--- config.mk ---
export PLATFORM = sky130hd
export DESIGN_NAME = instr_fetch_ctrl
export DESIGN_NICKNAME = d
export VERILOG_FILES = /design/src/rtl/instr_fetch_ctrl_pkg.sv /design/src/rtl/instr_fetch_ctrl.sv
export SDC_FILE = /design/constraint.sdc
export NUM_CORES = 1
export LEC_CHECK = 0
export CAP_MARGIN = 25
export CORE_ASPECT_RATIO = 1.5
export CORE_MARGIN = 2
export CORE_UTILIZATION = 49
export CTS_CLUSTER_SIZE = 14
export DETAILED_ROUTE_END_ITERATION = 8
export HOLD_SLACK_MARGIN = 0.12
export PLACE_DENSITY = 0.81
export SYNTH_ARGS = -nofsm -noshare
export SYNTH_HDL_FRONTEND = slang
export SYNTH_SLANG_ARGS = --single-unit
--- constraint.sdc ---
create_clock -name clk_i -period 4.9 [get_ports clk_i]
set_input_delay 0.98 -clock clk_i [delete_from_list [all_inputs] [get_ports clk_i]]
set_output_delay 0.98 -clock clk_i [all_outputs]
set_load 0.02 [all_outputs]
--- src/rtl/instr_fetch_ctrl_pkg.sv ---
// Shared MIPS definitions used by the fetch controller: state encoding and
// instruction-register geometry.
package instr_fetch_ctrl_pkg;

    localparam int unsigned IR_BYTES = 4;

    typedef enum logic [1:0] {
        IDLE  = 2'd0,
        FETCH = 2'd1,
        LAST  = 2'd2,
        DONE  = 2'd3
    } fetch_state_t;

endpackage

--- src/rtl/instr_fetch_ctrl.sv ---
// Multi-cycle instruction fetch from a byte-wide memory: reads four bytes
// little-endian into the instruction register, then pulses fetch_en_o and advances the PC.
module instr_fetch_ctrl
    import instr_fetch_ctrl_pkg::*;
#(
    parameter int unsigned            ADDR_W   = 32,
    parameter logic [ADDR_W-1:0]      RESET_PC = '0
) (
    input  logic                  clk_i,
    input  logic                  srst_i,
    input  logic                  start_i,
    input  logic                  pc_load_i,
    input  logic [ADDR_W-1:0]     pc_next_i,
    output logic                  mem_rd_o,
    output logic [ADDR_W-1:0]     mem_addr_o,
    input  logic                  mem_ready_i,
    input  logic [7:0]            mem_rdata_i,
    output logic [7:0]            instr8bit_o,
    output logic [IR_BYTES-1:0]   IRWrite_o,
    output logic                  fetch_en_o,
    output logic [ADDR_W-1:0]     pc_o,
    output logic                  busy_o
);

    fetch_state_t          state_q, state_d;
    logic [1:0]            cnt_q, cnt_d;
    logic [ADDR_W-1:0]     pc_q, pc_d;
    logic                  mem_rd_q, mem_rd_d;
    logic [ADDR_W-1:0]     mem_addr_q, mem_addr_d;
    logic [7:0]            instr_q, instr_d;
    logic [IR_BYTES-1:0]   ir_write_q, ir_write_d;
    logic                  fetch_en_q, fetch_en_d;
    logic                  busy_q, busy_d;

    // Target low bits are dropped: the PC is always word aligned.
    logic unused_pc_bits;
    assign unused_pc_bits = ^pc_next_i[1:0];

    // State and registered outputs.
    always_ff @(posedge clk_i) begin
        if (srst_i) begin
            state_q    <= IDLE;
            cnt_q      <= 2'd0;
            pc_q       <= RESET_PC;
            mem_rd_q   <= 1'b0;
            mem_addr_q <= '0;
            instr_q    <= 8'd0;
            ir_write_q <= '0;
            fetch_en_q <= 1'b0;
            busy_q     <= 1'b0;
        end else begin
            state_q    <= state_d;
            cnt_q      <= cnt_d;
            pc_q       <= pc_d;
            mem_rd_q   <= mem_rd_d;
            mem_addr_q <= mem_addr_d;
            instr_q    <= instr_d;
            ir_write_q <= ir_write_d;
            fetch_en_q <= fetch_en_d;
            busy_q     <= busy_d;
        end
    end

    // Next state; outputs are derived from the next state so they line up
    // with the state they describe once registered.
    always_comb begin
        state_d    = state_q;
        cnt_d      = cnt_q;
        pc_d       = pc_q;
        instr_d    = instr_q;
        ir_write_d = '0;

        case (state_q)
            IDLE: begin
                if (pc_load_i) begin
                    pc_d = {pc_next_i[ADDR_W-1:2], 2'b00};
                end
                if (start_i) begin
                    state_d = FETCH;
                    cnt_d   = 2'd0;
                end
            end
            FETCH: begin
                if (mem_ready_i) begin
                    instr_d    = mem_rdata_i;
                    ir_write_d = IR_BYTES'(1) << cnt_q;
                    if (cnt_q == 2'd3) begin
                        state_d = LAST;
                    end else begin
                        cnt_d = cnt_q + 2'd1;
                    end
                end
            end
            LAST: begin
                state_d = DONE;
            end
            DONE: begin
                pc_d    = pc_q + ADDR_W'(IR_BYTES);
                cnt_d   = 2'd0;
                state_d = IDLE;
            end
            default: begin
                state_d = IDLE;
                cnt_d   = 2'd0;
            end
        endcase

        mem_rd_d   = (state_d == FETCH);
        mem_addr_d = mem_rd_d ? (pc_d + ADDR_W'(cnt_d)) : '0;
        fetch_en_d = (state_d == DONE);
        busy_d     = (state_d != IDLE);
    end

    assign mem_rd_o    = mem_rd_q;
    assign mem_addr_o  = mem_addr_q;
    assign instr8bit_o = instr_q;
    assign IRWrite_o   = ir_write_q;
    assign fetch_en_o  = fetch_en_q;
    assign pc_o        = pc_q;
    assign busy_o      = busy_q;

endmodule

# Word level (Yosys, flattened, before mapping)
# Cells that the tools add are included.
[word_totals] ff_bits=83 word_cells=37 inputBits=45 output_inout_bits=79
[classes] eq_ne=6 n_shift=1 n_bitwise=3 mux=10 n_reduce_logical=5 add_sub_neg=3
[ops] cell="$pmux W32 S2" count=1
[ops] cell="$add A32 B2 Y32" count=1
[ops] cell="$add A32 B3 Y32 const B" count=1
[ops] cell="$mux W32" count=1
[ops] cell="$mux W2" count=6
[ops] cell="$eq A2 B2 Y1 const B" count=4
[ops] cell="$pmux W2 S4" count=1
[ops] cell="$pmux W2 S3" count=1
[ops] cell="$eq A2 B1 Y1 const B" count=2
[ops] cell="$shl A1 B2 Y4 const A" count=1
[ops] cell="$not A1 Y1" count=3
[ops] cell="$reduce_or A3 Y1" count=1
[ops] cell="$add A2 B1 Y2 const B" count=1
[ops] cell="$logic_not A2 Y1" count=1
[ops] cell="$reduce_and A2 Y1" count=1
[ops] cell="$reduce_bool A2 Y1" count=1
[ops] cell="$reduce_or A2 Y1" count=1

# Longest topological paths before layout
[depth] word_depth=7 mapped_depth=14 mapped_depth_nobuf=13

# Least setup slack after synthesis
# Ideal clock, no wire load.
[synth_path] path_type="input to register" startpoint="input port pc_load_i" endpoint="register mem_addr_q[31] (netlist: mem_addr_o[31])" required_ns=4.767 path_stages=10 path_buffers=0 setup_time_ns=0.133 setup_slack_ns=1.314 arrival_time_ns=3.453 cell_sequence="and2b_1 > nor3_1 > nor2b_1 > ha_1 > a21oi_1 > nor3_1 > nor4b_2 > nand4_2 > o31ai_1 > o41ai_1"
[synth_between] elab_chain_cells=3
[synth_lines] element="start, declared" line_no="instr_fetch_ctrl.sv:12" rtl="input logic pc_load_i,"
[synth_lines] element="$mux W32" line_no="instr_fetch_ctrl.sv:75" rtl="if (pc_load_i) begin"
[synth_lines] element="$pmux W32 S2" line_no="instr_fetch_ctrl.sv:73" rtl="case (state_q)"
[synth_lines] element="net pc_d[1]" line_no="instr_fetch_ctrl.sv:27" rtl="logic [ADDR_W-1:0] pc_q, pc_d;"
[synth_lines] element="$add A32 B2 Y32" line_no="instr_fetch_ctrl.sv:109" rtl="mem_addr_d = mem_rd_d ? (pc_d + ADDR_W'(cnt_d)) : '0;"
[synth_lines] element="end signal, assigned" line_no="instr_fetch_ctrl.sv:56" rtl="mem_addr_q <= mem_addr_d;"
[synth_lines] element="end, declared" line_no="instr_fetch_ctrl.sv:29" rtl="logic [ADDR_W-1:0] mem_addr_q, mem_addr_d;"
# The timed path passes the listed nets, and every way through them passes these cells.
# A chain may end at the register's enable or synchronous reset.

# Final worst setup path
[layout_path] startpoint="input port mem_ready_i" endpoint="register mem_addr_q[30] (netlist: mem_addr_o[30])"
[layout_between] elab_cells_between_ends=8 cone_classes="add/sub: 1; eq/ne: 1; mux: 4; bitwise: 1; reduce/logical: 1"
[layout_lines] element="start, declared" line_no="instr_fetch_ctrl.sv:16" rtl="input logic mem_ready_i,"
[layout_lines] element="$mux W2" line_no="instr_fetch_ctrl.sv:84" rtl="if (mem_ready_i) begin"
[layout_lines] element="$pmux W2 S3" line_no="instr_fetch_ctrl.sv:73"
[layout_lines] element="net cnt_d[0]" line_no="instr_fetch_ctrl.sv:26" rtl="logic [1:0] cnt_q, cnt_d;"
[layout_lines] element="$add A32 B2 Y32" line_no="instr_fetch_ctrl.sv:109"
# The timed path passes the listed nets, and every way through them passes these cells.

==> results.sh <==
export IMPL_h_tree_depth=3
export IMPL_syn_nets=602
export IMPL_tightestPinTransition_ps=1160
export IMPL_cts_tree="yes"
export IMPL_ys_seq_area_share_pct=36.2
export IMPL_synthFlopType="dfxtp_1"
export IMPL_grt_overflow_total=0
export IMPL_p_sw_share_pct=29.8
export IMPL_pwr_share_seq_pct=41.3
export IMPL_max_slew_margin_pct=21.9
export IMPL_cts_inserted_buffers=9
export IMPL_synthCells=549
export IMPL_finalCriticalPeriod_ps=3910
export IMPL_ant_nets=0
export IMPL_cts_root_buffer="clkbuf_16"
export IMPL_cts_resized=0
export IMPL_timing_final_ws_setup_ps=992
export IMPL_grt_pass1_wl_um=22600
export IMPL_holdCritStartpoint="instr8bit_o[7]"
export IMPL_gp_congestion=0.945
export IMPL_fmax_mhz=256
export IMPL_wl_um=14300
export IMPL_antenna_found_initial=0
export IMPL_port_buffers=121
export IMPL_firstDrtPassIters=5
export IMPL_drive_gt1_share_pct=8.27
export IMPL_wl_met2_um=7170
export IMPL_peakVddDrop_uv=215
export IMPL_wl_per_cell_um=18.4
export IMPL_synth_top_area_cell="dfxtp_1"
export IMPL_post_cts_buffers=0
export IMPL_async_reset_ff_share_pct=0
export IMPL_synth_avg_cell_area_um2=8.35
export IMPL_slowest_stage="clkdlybuf4s50_1"
export IMPL_clock_sinks=83
export IMPL_r2r_slack_ps=1050
export IMPL_grtUsageTotal_pct=27.9
export IMPL_synth_edff_count=0
export IMPL_clkLatencyLatePin_ps=350
export IMPL_clockPowerShare_pct=35.9
export IMPL_cap_violations=0
export IMPL_setup_violations_final=0
export IMPL_design_core_area_um2=9200
export IMPL_syn_area_um2=4590
export IMPL_fin_crit_sh_pct=79.8
export IMPL_hold_path_class="reg -> reg"
export IMPL_clkTransAtPathRegs_ps=60
export IMPL_end_kind="register"
export IMPL_antenna_cells=0
export IMPL_die_area_um2=10200
export IMPL_dr_wl_met3_um=1080
export IMPL_dieWidth_um=83.0
export IMPL_r2r_end="mem_addr_o[27]"
export IMPL_grt_max_degree=50
export IMPL_start_kind="input pin"
export IMPL_layout_nets=714
export IMPL_skew_ps=5.49
export IMPL_max_stage_delay_ps=510
export IMPL_p_leak_nw=2.20
export IMPL_holdBufCountCts=0
export IMPL_p_per_area_nw_per_um2=299
export IMPL_fin_area_um2=6180
export IMPL_start_util_pct=49.8
export IMPL_netlist_area_leader_share_pct=36.2
export IMPL_grt_pass1_vias=4505
export IMPL_setup_tns_ps=0
export IMPL_critical_path_peak_fanout=13
export IMPL_synth_cell_types=80
export IMPL_finalHoldViolCount=0
export IMPL_synth_area_leaders="dfxtp_1, nor2_1, nand2_1, nor3_1, a21oi_1"
export IMPL_boundaryPins=124
export IMPL_synth_seq_cells=83
export IMPL_whs_endpoint="instr8bit_o[7]"
export IMPL_worstPathCellList="clkdlybuf4s50_1, nand2_1, nor2_1, nor2_1, a41oi_1, ha_1, fa_1, o2111ai_1, nor3_1, nand4b_2, o31a_1, nor3_1"
export IMPL_die_y_um=122
export IMPL_worstSetupPathType="in -> reg"
export IMPL_hold_depth=2
export IMPL_rows=43
export IMPL_drv_slew=0
export IMPL_dp_slack_ps=674
export IMPL_area_growth_pct=34.8
export IMPL_dp_hpwl_um=10400
export IMPL_internal_power_mw=1.30
export IMPL_outcome="completed"
export IMPL_worstReg2RegStart="state_q[0]"
export IMPL_avgViaCountPerCell=6.17
export IMPL_power_net_switching_mw=0.550
export IMPL_worstPathArrival_ps=4180
export IMPL_worstPathRequired_ps=5170
export IMPL_rsz0062_at_grt="false"
export IMPL_met1_length_um=5540
export IMPL_ctsLongestPathBuffers=2
export IMPL_ys_warnings_count=0
export IMPL_p_comb_share_pct=22.8
export IMPL_drtIter0Drc=366
export IMPL_rr_worst_depth=9
export IMPL_place_area_um2=5900
export IMPL_mostFrequentLayoutCells="clkdlybuf4s50_1, dfxtp_1, nor2_1"
export IMPL_top_layer="met4"
export IMPL_route_detailed_drc=0
export IMPL_final_common_cell="clkdlybuf4s50_1"
export IMPL_num_vias=4793
[flip-flops by register name, summed over array words and instances (netlist names)]
register and cells:
mem_addr_o 32, pc_o 32, instr8bit_o 8, IRWrite_o 4
cnt_q 2, state_q 2, busy_o 1, fetch_en_o 1
mem_rd_o 1
[cell type report]
| type | instances | area [um^2] |
|---|---|---|
| Tap cell | 112 | 140 |
| Clock inverter | 5 | 55.1 |
| Sequential cell | 83 | 1660 |
| Fill cell | 761 | 3020 |
| Clock buffer | 10 | 229 |
| Inverter | 15 | 56.3 |
| Timing Repair Buffer | 136 | 1320 |
| Multi-Input combinational cell | 416 | 2710 |
[worst max-delay path by stage]
stage | from | to | slack (ps) | cells after the start
after floorplan | pc_load_i | mem_addr_o[31] | 1310 | 10
after global placement | mem_ready_i | mem_addr_o[30] | 760 | 12
after detailed placement | mem_ready_i | mem_addr_o[26] | 670 | 12
after CTS | mem_ready_i | mem_addr_o[26] | 1030 | 12
after global routing | mem_ready_i | mem_addr_o[27] | 780 | 13
final | mem_ready_i | mem_addr_o[30] | 990 | 12
[power by group through the flow]
stage,Sequential (mW),Clock (mW),Combinational [mW]
6_report,0.763,0.662,0.420
4_1_cts,0.762,0.671,0.417
3_3_place_gp,0.774,0,0.410
2_1_floorplan,0.807,0,0.208
5_1_grt,0.768,0.693,0.449
3_5_place_dp,0.777,0,0.414
[cell usage after synthesis, types with 6 or more instances]
library cell	number
dfxtp_1	83
nor2_1	73
nand2_1	39
nor3_1	26
a21oi_1	23
nand3_1	20
clkbuf_1	19
nor4_1	17
nor2b_1	16
inv_1	14
o21ai_0	14
a22o_1	13
xnor2_1	13
nand4_1	9
and2_1	8
and3_1	8
ha_1	7
and3b_1	6
buf_2	6
[worst max-delay path: cells and delay by family]
family	cells	cell delay, ps
simple gates	6	1450
compound gates	3	720
fa+ha+maj	2	520
buf+inv	1	510
[per-layer routing]
metal / GRT usage (%) / up-vias
li1: - / 2257
met1: 32.8 / 2231
met2: 48.9 / 268
met3: 5.25 / 37
met4: 13.1 / 0
met5: 0 / -
[logic make-up (layout without fill, tap and decap cells)]
family | after synthesis | in the layout | share of synthesized area (%)
xor gates and xnor gates | 18 | 18 | 3.44
DFF | 83 | 83 | 36.2
AOI/OAI and AO/OA | 119 | 119 | 20.1
and+or+nand+nor | 266 | 266 | 32.1
adders and majority gates | 8 | 8 | 2.35
muxes | 5 | 5 | 1.23
buffers and inverters | 50 | 166 | 4.58
[through the flow]
stage               utilization (%)  cells  hold slack [ps]  power [mW]
finish                         67.2    777              462        1.85
CTS                            67.2    777              464        1.85
detailed placement             64.1    762              457        1.19
floorplan                         -    549              470        1.02
global placement               64.1    762              443        1.18
global route                   67.2    777              483        1.91
Power figures use the tool's default switching activity.
